**config.mk**
```make
export PLATFORM = sky130hd
export DESIGN_NAME = free_list
export DESIGN_NICKNAME = d
export VERILOG_FILES = /design/src/rtl/free_list.sv
export SDC_FILE = /design/constraint.sdc
export NUM_CORES = 1
export LEC_CHECK = 0
export ABC_AREA = 0
export CAP_MARGIN = 20
export CORE_ASPECT_RATIO = 0.9
export CORE_MARGIN = 3
export CORE_UTILIZATION = 60
export CTS_CLUSTER_DIAMETER = 200
export DETAILED_ROUTE_END_ITERATION = 16
export MAX_ROUTING_LAYER = met4
export PLACE_DENSITY = 0.78
export RECOVER_POWER = 100
export SLEW_MARGIN = 20
export SYNTH_ARGS = -nofsm -noshare
export SYNTH_HDL_FRONTEND = slang
export SYNTH_SLANG_ARGS = --single-unit
export TNS_END_PERCENT = 20
```
**constraint.sdc**
```tcl
create_clock -name clk -period 6.67 [get_ports clk]
set_input_delay 1.334 -clock clk [delete_from_list [all_inputs] [get_ports clk]]
set_output_delay 1.334 -clock clk [all_outputs]
set_load 0.02 [all_outputs]
```
**src/rtl/free_list.sv**
```systemverilog
`default_nettype none
// ============================================================================
//  Module      : free_list
//  Description : Physical-register free list. Circular FIFO of free PRF
//                indices: rename pops one index per allocating uop, commit
//                pushes back the stale mapping. A retired head pointer lets
//                a backend flush restore the speculative head in one cycle.
//  Revision    : 1.0 - initial release
// ============================================================================
module free_list #(
    parameter int PRF_DEPTH = 64,
    parameter int ARF_DEPTH = 32,
    parameter int FL_DEPTH  = PRF_DEPTH - ARF_DEPTH,
    parameter int PRF_IDX   = $clog2(PRF_DEPTH),
    parameter int PTR_W     = $clog2(FL_DEPTH) + 1
) (
    input  logic               clk,
    input  logic               rst,               // synchronous, active-low
    input  logic               fl_valid,
    output logic               fl_ready,
    output logic [PRF_IDX-1:0] free_idx,
    input  logic               rob_free_valid,
    input  logic [PRF_IDX-1:0] rob_free_idx,
    input  logic               rob_commit_alloc,
    input  logic               flush,
    output logic [PTR_W-1:0]   occupancy
);

    // Tail starts one full lap ahead of head: every entry is free after reset.
    localparam logic [PTR_W-1:0] c_TAIL_RESET = PTR_W'(FL_DEPTH);

    logic [PRF_IDX-1:0] r_mem [FL_DEPTH];
    logic [PTR_W-1:0]   r_head;
    logic [PTR_W-1:0]   r_ret_head;
    logic [PTR_W-1:0]   r_tail;

    logic               w_pop;
    logic [PTR_W-1:0]   w_ret_head_nxt;

    // Outputs depend on registered state only, so fl_ready never looks at fl_valid.
    assign fl_ready  = (r_head != r_tail);
    assign free_idx  = r_mem[r_head[PTR_W-2:0]];
    assign occupancy = r_tail - r_head;

    // A pop issued during a flush is dropped; the flush owns the head update.
    assign w_pop          = fl_valid && fl_ready && !flush;
    assign w_ret_head_nxt = r_ret_head + PTR_W'(rob_commit_alloc);

    // Entry storage: reset loads the initially free indices, commit writes at tail.
    always_ff @(posedge clk) begin
        if (!rst) begin
            for (int i = 0; i < FL_DEPTH; i++) begin
                r_mem[i] <= PRF_IDX'(ARF_DEPTH + i);
            end
        end else if (rob_free_valid) begin
            r_mem[r_tail[PTR_W-2:0]] <= rob_free_idx;
        end
    end

    // Pointer update: speculative head, retired head and tail.
    always_ff @(posedge clk) begin
        if (!rst) begin
            r_head     <= '0;
            r_ret_head <= '0;
            r_tail     <= c_TAIL_RESET;
        end else begin
            r_ret_head <= w_ret_head_nxt;
            r_tail     <= r_tail + PTR_W'(rob_free_valid);
            if (flush) begin
                r_head <= w_ret_head_nxt;
            end else begin
                r_head <= r_head + PTR_W'(w_pop);
            end
        end
    end

`ifndef SYNTHESIS
    // Full is measured against the retired head: in-flight entries still own their slots.
    logic [PTR_W-1:0] w_committed_cnt;
    assign w_committed_cnt = r_tail - r_ret_head;

    a_no_push_when_full : assert property (@(posedge clk) disable iff (!rst)
        !(rob_free_valid && (w_committed_cnt == c_TAIL_RESET)))
        else $error("free_list: push into full list");

    a_ret_head_le_head : assert property (@(posedge clk) disable iff (!rst)
        !(rob_commit_alloc && (r_ret_head == r_head) && !w_pop))
        else $error("free_list: retired head passing speculative head");
`endif

endmodule
`default_nettype wire

```
==> flow_metrics.py, run 1 <==
metrics = {
    "place": {
        "portBuffers": 24,
        "gp_congestion": 0.904,
        "dpl_cell_area_um2": 10200,
        "dp_hpwl_um": 14600,
    },
    "timing": {
        "rsz0062_at_grt": "no",
        "tightest_slew_ps": 2090,
        "final-hold-violation-count": 0,
        "setup_viol": 0,
        "drv_slew": 46,
        "fin_crit_ps": 5390,
        "skew_ps": 5.53,
        "fin_tns_setup_ps": 0,
        "fin_crit_sh_pct": 80.7,
        "max_freq_ghz": 0.186,
        "slew_headroom_pct": -39.1,
    },
    "final_layout": {
        "drive_gt1_share_pct": 9.42,
        "final_util_pct": 67.2,
        "multiInputGateArea_um2": 3470,
        "final_nets": 762,
        "area_delta_synth_final_pct": 8.83,
        "fin_area_um2": 10900,
        "antenna_cells": 0,
        "ff_latch_area_um2": 6130,
        "nFillCells": 1112,
    },
    "floorplan": {
        "initial_core_util_pct": 61.7,
        "ios": 25,
        "die_x_um": 142,
        "die_y_um": 129,
        "std_cell_rows": 44,
        "die-area_um2": 18300,
        "core-area_um2": 16200,
    },
    "grt": {
        "grt_max_degree": 62,
        "antenna_found_initial": 0,
        "overflow": 0,
        "grt_pass1_vias": 6336,
        "grt_pass1_wl_um": 36400,
        "grtUsageTotal_pct": 26.7,
    },
    "synth": {
        "synth_edf_count": 192,
        "async_reset_ff_share_pct": 0,
        "postSynthAreaPerCell_um2": 13.2,
        "synth.distinct_cells": 44,
        "syn_inst": 759,
        "synthTopCellsByCount": "192 x edfxtp_1, 93 x or3_1, 61 x clkbuf_1",
        "syn_nets": 783,
        "yosysWarnings": 0,
        "post-synth-top-area-fraction_pct": 57.5,
        "synth-main-ff-cell": "edfxtp_1",
        "synth.area.top_cells": "edfxtp_1 57%, mux4_2 6.7%, or3_1 5.8%",
        "synth.yosys.seq_area_share_pct": 61.1,
        "synth.most_common_cell": "edfxtp_1",
        "synth_seq_cells": 210,
        "synth_top_area_cell": "edfxtp_1",
        "synth.cell_area_um2": 10000,
    },
    "outcome": {
        "run_status": "complete, but fails checks",
        "violations": "capacitance limit, slew limit",
    },
    "clocking": {
        "clkTransAtPathRegs_ps": 60,
        "cts_root_buf": "clkbuf_16",
        "h-tree-depth": 1,
        "clk_latency_ps": 500,
        "cts_buffer_depth": 3,
        "post_cts_buffers": 0,
        "cts_buffers": 22,
        "cts_tree": "built",
        "ctsResizeCount": 0,
        "hold_buffers": 0,
        "clock_sinks": 210,
    },
    "route": {
        "vias": 6420,
        "drtIter0Drc": 853,
        "routed_via_density": 6.68,
        "drc_errors": 0,
        "wl_per_cell_um": 24.2,
        "ant_nets": 0,
        "dr.pass1.iters": 5,
        "wl_um": 23300,
    },
    "job": {
        "drv_cap": 1,
    },
    "setup_path": {
        "critPathMaxFanout": 40,
        "worst-endpoint-required_ps": 5340,
        "cp-start-kind": "flop",
        "path_class": "flop to output port",
        "endpoint_kind": "output port",
        "arrival_ps": 4050,
    },
    "hold_path": {
        "hold_path_class": "flop to flop",
    },
    "pwr": {
        "vdd_drop_max_uv": 252,
        "p_leak_uw": 0.00319,
        "p_per_area_nw_per_um2": 265,
    },
}
## routing by layer
metal	up-vias	global-route usage (%)	share of wire (%)
li1	2832	-	-
met1	3203	36.8	41
met2	327	41.3	48
met3	58	4.50	8.1
met4	0	8.69	3.3
met5	-	-	0
## sequential cells by signal, summed over array words and instances (netlist names)
name / count
r_head: 6
r_ret_head: 6
r_tail: 6
r_mem: 192
## logic make-up after synthesis
kind of cell,synth area share (%)
multiplexers,11.0
AND/OR/NAND/NOR,15.4
XOR/XNOR,1.05
AO/OA/AOI/OAI,5.64
adder cells (fa/ha/maj),1.57
flip-flops,61.1
buffers and inverters,4.28
## layout by cell type, fill, tap and decap left out, types with 2 or more instances in the layout
cell / instances
nand2_1: 29
nor3_1: 37
xnor2_1: 5
clkbuf_16: 23
a211oi_2: 2
or3b_1: 2
or3_1: 93
clkinv_2: 2
xor2_1: 7
and2_1: 19
nor2_1: 37
a22oi_1: 7
and3_1: 12
mux2i_1: 24
dfxtp_1: 17
o221ai_1: 11
inv_1: 12
and2_0: 26
a22o_1: 5
nand4_1: 3
buf_4: 9
a211oi_1: 6
clkinv_1: 6
nand3_1: 15
o21a_1: 2
clkdlybuf4s50_1: 12
edfxtp_1: 192
ha_1: 11
mux4_2: 30
clkbuf_1: 10
a21oi_1: 14
nor2b_1: 3
o21ai_0: 35
nand3b_1: 4
dlygate4sd3_1: 12
mux4_1: 7
## where the power goes
group	switching (uW)	internal [uW]
Sequential	30.8	1460
Clock	478	645
Combinational	166	115
Total	675	2220
## cell type report
class / instances / share of cell area, %
Clock buffer: 33 / 5.71
Clock inverter: 7 / 0.310
Inverter: 15 / 0.516
Multi-Input combinational cell: 454 / 31.8
Sequential cell: 210 / 56.2
Tap cell: 207 / 2.37
Timing Repair Buffer: 35 / 3.11
## through the flow
stage / setup WS [ps] / total power [uW] / cells / hold WS (ps)
after floorplan: 3100 / 1700 / 759 / 487
after global placement: 2440 / 1790 / 920 / 502
after detailed placement: 2400 / 1800 / 920 / 524
after CTS: 1840 / 2900 / 960 / 535
after global routing: 1090 / 2970 / 961 / 565
final: 1280 / 2890 / 961 / 540
## path summary, 6_finish.rpt
path	start	end	slack (ps)	depth (start not counted)
setup / recovery	r_head[0]$_SDFF_PN0_	free_idx[5]	1280	6
hold / removal	r_tail[5]$_SDFF_PN1_	r_tail[5]$_SDFF_PN1_	540	2
setup reg to reg	r_head[0]$_SDFF_PN0_	r_head[5]$_SDFF_PN0_	3180	11
hold reg to reg	r_tail[5]$_SDFF_PN1_	r_tail[5]$_SDFF_PN1_	540	2
## critical path, stage by stage (launching register included)
cell and delay [ps]:
dfxtp_1 1250, buf_16 350, mux4_1 600, a22o_1 250, a211oi_1 260, a21oi_1 110
dlygate4sd3_1 680
Note: power is estimated with default switching activity, not from simulation.
==> run 2, diff against run 1 <==
--- a/config.mk
+++ b/config.mk
@@ -9,11 +9,11 @@
 export CAP_MARGIN = 20
 export CORE_ASPECT_RATIO = 0.9
 export CORE_MARGIN = 3
-export CORE_UTILIZATION = 60
+export CORE_UTILIZATION = 56
 export CTS_CLUSTER_DIAMETER = 200
 export DETAILED_ROUTE_END_ITERATION = 16
 export MAX_ROUTING_LAYER = met4
-export PLACE_DENSITY = 0.78
+export PLACE_DENSITY = 0.76
 export RECOVER_POWER = 100
 export SLEW_MARGIN = 20
 export SYNTH_ARGS = -nofsm -noshare
==> constraint.sdc (replaced) <==
create_clock -name clk -period 4.63 [get_ports clk]
set_input_delay 0.926 -clock clk [delete_from_list [all_inputs] [get_ports clk]]
set_output_delay 0.926 -clock clk [all_outputs]
set_load 0.02 [all_outputs]
==> run 2 against run 1 <==
Compared with the run above: the flow still finishes with violations (capacitance limit, slew limit); total power is 46% higher; sequential power is 44% higher; worst setup slack worse by 950 ps; critical path depth is 1 lower; routed wire length is 2.3% higher; worst hold slack worse by 16 ps; sequential share of layout area is 0.51 points lower; combinational power is 48% higher; first-iteration DRC count is 21% lower; clock power is 48% higher; utilization is 3.3 points lower; die area is 6.8% higher; critical path type unchanged; critical endpoint is now free_idx[1].
==> flow_metrics.py, run 2 (synthesis results as in run 1) <==
metrics = {
    "setup_path": {
        "cpPeakStageDelay_ps": 700,
        "worst-endpoint-required_ps": 3700,
        "critPathMaxFanout": 28,
        "cp-start-kind": "flop",
        "cp_cell_sequence": "buf_12 -> mux4_2 -> a211oi_1 -> a21oi_1 -> dlygate4sd3_1",
        "slowest_stage": "dfxtp_4",
        "endpoint_kind": "output port",
        "path_class": "flop to output port",
        "arrival_ps": 3370,
    },
    "hold_path": {
        "hold_path_class": "flop to flop",
    },
    "route": {
        "wl_met2_um": 11100,
        "dr.pass1.iters": 5,
        "wl_per_cell_um": 23.8,
        "drt-met1-wl_um": 9930,
        "wl_um": 23800,
        "drc_errors": 0,
        "drtIter0Drc": 674,
        "routed_via_density": 6.44,
        "top_layer": "met4",
        "vias": 6457,
        "wl_met3_um": 2090,
        "ant_nets": 0,
    },
    "grt": {
        "grt_pass1_vias": 6228,
        "grtUsageTotal_pct": 25.1,
        "antenna_found_initial": 0,
        "overflow": 0,
        "grt_max_degree": 52,
        "grt_pass1_wl_um": 36900,
    },
    "clocking": {
        "clkTransAtPathRegs_ps": 60,
        "cts_buffers": 22,
        "clock_sinks": 210,
        "hold_buffers": 0,
        "cts_tree": "built",
        "post_cts_buffers": 0,
        "cts_buffer_depth": 3,
        "cts_root_buf": "clkbuf_16",
        "h-tree-depth": 1,
        "ctsResizeCount": 0,
        "clk_latency_ps": 500,
    },
    "final_layout": {
        "largest_reg_flops": 192,
        "drive_gt1_share_pct": 10.6,
        "final_nets": 776,
        "area_delta_synth_final_pct": 9.86,
        "multiInputGateArea_um2": 3470,
        "ff_latch_area_um2": 6130,
        "most-common-layout-cells": "192 x edfxtp_1, 93 x or3_1, 37 x nor2_1, 37 x nor3_1, 35 x o21ai_0",
        "antenna_cells": 0,
        "nFillCells": 1290,
        "regMostFlops": "r_mem",
        "mostFrequentLayoutCell": "edfxtp_1",
        "fin_area_um2": 11000,
    },
    "place": {
        "portBuffers": 24,
        "dp_hpwl_um": 15300,
        "place_ws_ps": 846,
        "gp_congestion": 0.862,
        "dpl_cell_area_um2": 10400,
    },
    "pwr": {
        "p_leak_uw": 0.00323,
        "vdd_drop_max_uv": 234,
        "power_uw": 4220,
        "p_per_area_nw_per_um2": 383,
    },
    "floorplan": {
        "ios": 25,
        "core-area_um2": 17200,
        "die-area_um2": 19600,
        "die_x_um": 147,
        "die_y_um": 133,
        "std_cell_rows": 45,
        "initial_core_util_pct": 58.2,
    },
    "timing": {
        "rsz0062_at_grt": "no",
        "skew_ps": 5.48,
        "final-hold-violation-count": 0,
        "tightest_slew_ps": 1710,
        "drv_slew": 37,
        "fin_crit_ps": 4300,
        "fin_tns_setup_ps": 0,
        "max_freq_ghz": 0.233,
        "worst_slack_ps": 334,
        "fin_crit_sh_pct": 92.8,
        "setup_viol": 0,
        "slew_headroom_pct": -13.7,
    },
    "outcome": {
        "violations": "capacitance limit, slew limit",
        "run_status": "complete, but fails checks",
    },
    "job": {
        "drv_cap": 1,
    },
}
run 2: cell count changes in the layout (fill, tap and decap cells not counted), moves of 2 or more:
cell	delta
buf_2	+2
buf_4	+2
clkbuf_1	+8
clkdlybuf4s50_1	-4
clkinv_2	+2
and2_0	-6
and2_1	+6
clkinv_1	-2
dlygate4sd3_1	+2
run 2: layout make-up:
| type | instances | share of cell area, % |
|---|---|---|
| well taps | 235 | 2.67 |
| clock buffers | 31 | 5.68 |
| inverters | 15 | 0.511 |
| repair buffers | 49 | 3.57 |
| flip-flops and latches | 210 | 55.7 |
| clock inverters | 8 | 0.398 |
| multi-input cells | 454 | 31.5 |
run 2: routing by layer:
layer	vias to the layer above	GRT usage (%)
met5	-	-
met4	0	7.09
met3	53	4.73
met2	317	38.2
met1	3226	35.3
li1	2861	-
run 2: final timing paths:
kind | startpoint | endpoint | slack (ps) | depth (start not counted)
setup reg to reg | r_tail[3]$_SDFF_PN0_ | r_mem[27][0]$_SDFFCE_PN1P_ | 1780 | 2
hold / removal | r_tail[5]$_SDFF_PN1_ | r_tail[5]$_SDFF_PN1_ | 520 | 2
setup / recovery | r_head[0]$_SDFF_PN0_ | free_idx[1] | 330 | 5
hold reg to reg | r_tail[5]$_SDFF_PN1_ | r_tail[5]$_SDFF_PN1_ | 520 | 2
run 2: stage by stage:
| stage | hold WS [ps] | utilization, % | std cells |
|---|---|---|---|
| after global routing | 570 | 63.9 | 1002 |
| after global placement | 505 | 60.2 | 961 |
| final | 525 | 63.9 | 1002 |
| after floorplan | 487 | - | 759 |
| after detailed placement | 517 | 60.3 | 962 |
| after CTS | 533 | 64.2 | 1001 |
run 2: where the power goes:
group / internal, uW / switching (uW)
Sequential: 2100 / 40.3
Combinational: 167 / 248
Clock: 942 / 718
Total: 3210 / 1010
run 2: worst max-delay path, delay by kind of cell, from the launching register on:
family,cells,cell delay [ps]
compound gates,2,600
mux,1,550
flops,1,700
buf+inv,2,1000
==> run 3, diff against run 2 <==
--- a/config.mk
+++ b/config.mk
@@ -9,9 +9,10 @@
 export CAP_MARGIN = 20
 export CORE_ASPECT_RATIO = 0.9
 export CORE_MARGIN = 3
-export CORE_UTILIZATION = 56
+export CORE_UTILIZATION = 58
 export CTS_CLUSTER_DIAMETER = 200
 export DETAILED_ROUTE_END_ITERATION = 16
+export DONT_BUFFER_PORTS = 1
 export MAX_ROUTING_LAYER = met4
 export PLACE_DENSITY = 0.76
 export RECOVER_POWER = 100
==> run 3 against run 2 <==
Compared with the run above: the run now ends clean; global-route usage grew 1.4 points; clock power grew 5%; first-iteration DRC count grew 29%; maximum frequency is 8.1% higher; via count shrank 0.76%; sequential power hardly changed; total power hardly changed; utilization rose by 0.71 points; worst setup slack better by 320 ps; sequential share of layout area rose by 1.8 points; register-to-register slack got worse by 560 ps; final cell count shrank 7.0%; critical path type unchanged.
==> flow_metrics.py, run 3 (synthesis results as in run 1) <==
metrics = {
    "floorplan": {
        "die-area_um2": 18900,
        "ios": 25,
        "core-area_um2": 16500,
        "initial_core_util_pct": 60.7,
        "die_y_um": 131,
        "die_x_um": 145,
        "std_cell_rows": 44,
    },
    "setup_path": {
        "endpoint_kind": "output port",
        "arrival_ps": 3050,
        "critPathMaxFanout": 42,
        "r2r_start": "r_tail[1]$_SDFF_PN0_",
        "path_class": "flop to output port",
        "ff2ff_path_depth": 4,
        "cp-start-kind": "flop",
        "timing.rr.end": "r_mem[26][4]$_SDFFCE_PN1P_",
        "cp-startpoint": "r_head[0]$_SDFF_PN0_",
        "r2r_slack_ps": 1220,
        "worst-endpoint-required_ps": 3700,
    },
    "clocking": {
        "ctsResizeCount": 0,
        "hold_buffers": 0,
        "post_cts_buffers": 0,
        "h-tree-depth": 1,
        "clkTransAtPathRegs_ps": 70,
        "clk_latency_ps": 500,
        "cts_root_buf": "clkbuf_16",
        "cts_tree": "built",
        "cts_buffer_depth": 3,
        "cts_buffers": 21,
        "clock_sinks": 210,
    },
    "route": {
        "drtIter0Drc": 867,
        "routed_via_density": 6.88,
        "dr.pass1.iters": 6,
        "wl_um": 23300,
        "drc_errors": 0,
        "ant_nets": 0,
        "wl_per_cell_um": 25.0,
        "vias": 6408,
    },
    "timing": {
        "rsz0062_at_grt": "no",
        "slew_headroom_pct": 1.81,
        "tightest_slew_ps": 1470,
        "setup_viol": 0,
        "fin_crit_ps": 3970,
        "fin_tns_setup_ps": 0,
        "final-hold-violation-count": 0,
        "skew_ps": 12.5,
        "fin_crit_sh_pct": 85.8,
        "drv_slew": 0,
        "max_freq_ghz": 0.252,
    },
    "place": {
        "dp_hpwl_um": 14900,
        "dpl_cell_area_um2": 9990,
        "gp_congestion": 0.865,
        "portBuffers": 0,
    },
    "pwr": {
        "p_per_area_nw_per_um2": 395,
        "p_leak_uw": 0.00308,
        "vdd_drop_max_uv": 234,
        "p_clk_share_pct": 41.4,
        "seqPwrFrac_pct": 51.0,
        "switching_share_pct": 22.3,
        "p_switching_uw": 938,
        "combPwrFrac_pct": 7.6,
        "power.internal_uw": 3280,
    },
    "final_layout": {
        "most-common-layout-cells": "192 x edfxtp_1, 93 x or3_1, 37 x nor2_1, 37 x nor3_1, 35 x o21ai_0",
        "drive_gt1_share_pct": 9.24,
        "final_nets": 735,
        "largest_reg_flops": 192,
        "multiInputGateArea_um2": 3470,
        "antenna_cells": 0,
        "nFillCells": 1146,
        "ff_latch_area_um2": 6130,
        "fin_area_um2": 10700,
        "area_delta_synth_final_pct": 6.47,
        "regMostFlops": "r_mem",
        "mostFrequentLayoutCell": "edfxtp_1",
    },
    "hold_path": {
        "hold_path_end": "r_head[4]$_SDFF_PN0_",
        "whs_path_depth": 1,
        "hold_start": "flush",
        "hold_path_class": "input port to flop",
    },
    "grt": {
        "overflow": 0,
        "antenna_found_initial": 0,
        "grt_max_degree": 46,
        "grt_pass1_vias": 6358,
        "grt_pass1_wl_um": 36600,
        "grtUsageTotal_pct": 26.6,
    },
    "job": {
        "drv_cap": 0,
    },
    "outcome": {
        "run_status": "finished clean",
    },
}
[run 3: through the flow]
step,std cells,util [%],hold slack [ps],power [uW],setup slack (ps)
3_5_place_dp,894,60.5,548,2510,1420
2_1_floorplan,759,-,487,2450,1470
3_3_place_gp,894,60.5,506,2500,1450
5_1_grt,932,64.7,505,4340,432
6_report,932,64.7,514,4220,656
4_1_cts,931,64.7,506,4220,891
[run 3: layout make-up]
type	count	share of cell area (%)
Multi-Input combinational cell	454	32.5
Tap cell	207	2.43
Clock inverter	12	1.46
Inverter	15	0.527
Sequential cell	210	57.4
Clock buffer	25	5.06
Timing Repair Buffer	9	0.574
[run 3: worst max-delay path, cell delays in order, from the launching register on]
cell	delay [ps]
dfxtp_4	860
clkbuf_2	640
mux2i_1	180
o221ai_1	280
a21oi_1	70
a21oi_1	480
[run 3: worst max path at each step]
stage,slack (ps),cells past startpoint,endpoint
finish,660,5,free_idx[1]
global placement,1450,5,free_idx[4]
detailed placement,1420,5,free_idx[1]
floorplan,1470,9,occupancy[5]
CTS,890,5,free_idx[1]
global route,430,5,free_idx[0]
[run 3: routing by layer]
metal  share of wire [%]  vias up  wire, um  global-route usage (%)
met2                  50      322     11700                    43.7
li1                    -     2780         -                       -
met4                 2.9        0       670                    8.17
met5                   0        -         0                       -
met3                 9.2       53      2160                    3.86
met1                  38     3253      8810                    34.8
[run 3: power groups by stage]
stage	registers [uW]	logic (uW)	clock network (uW)
floorplan	2150	301	0
global placement	2190	312	0
detailed placement	2190	318	0
CTS	2150	321	1750
global route	2160	343	1840
finish	2150	322	1740
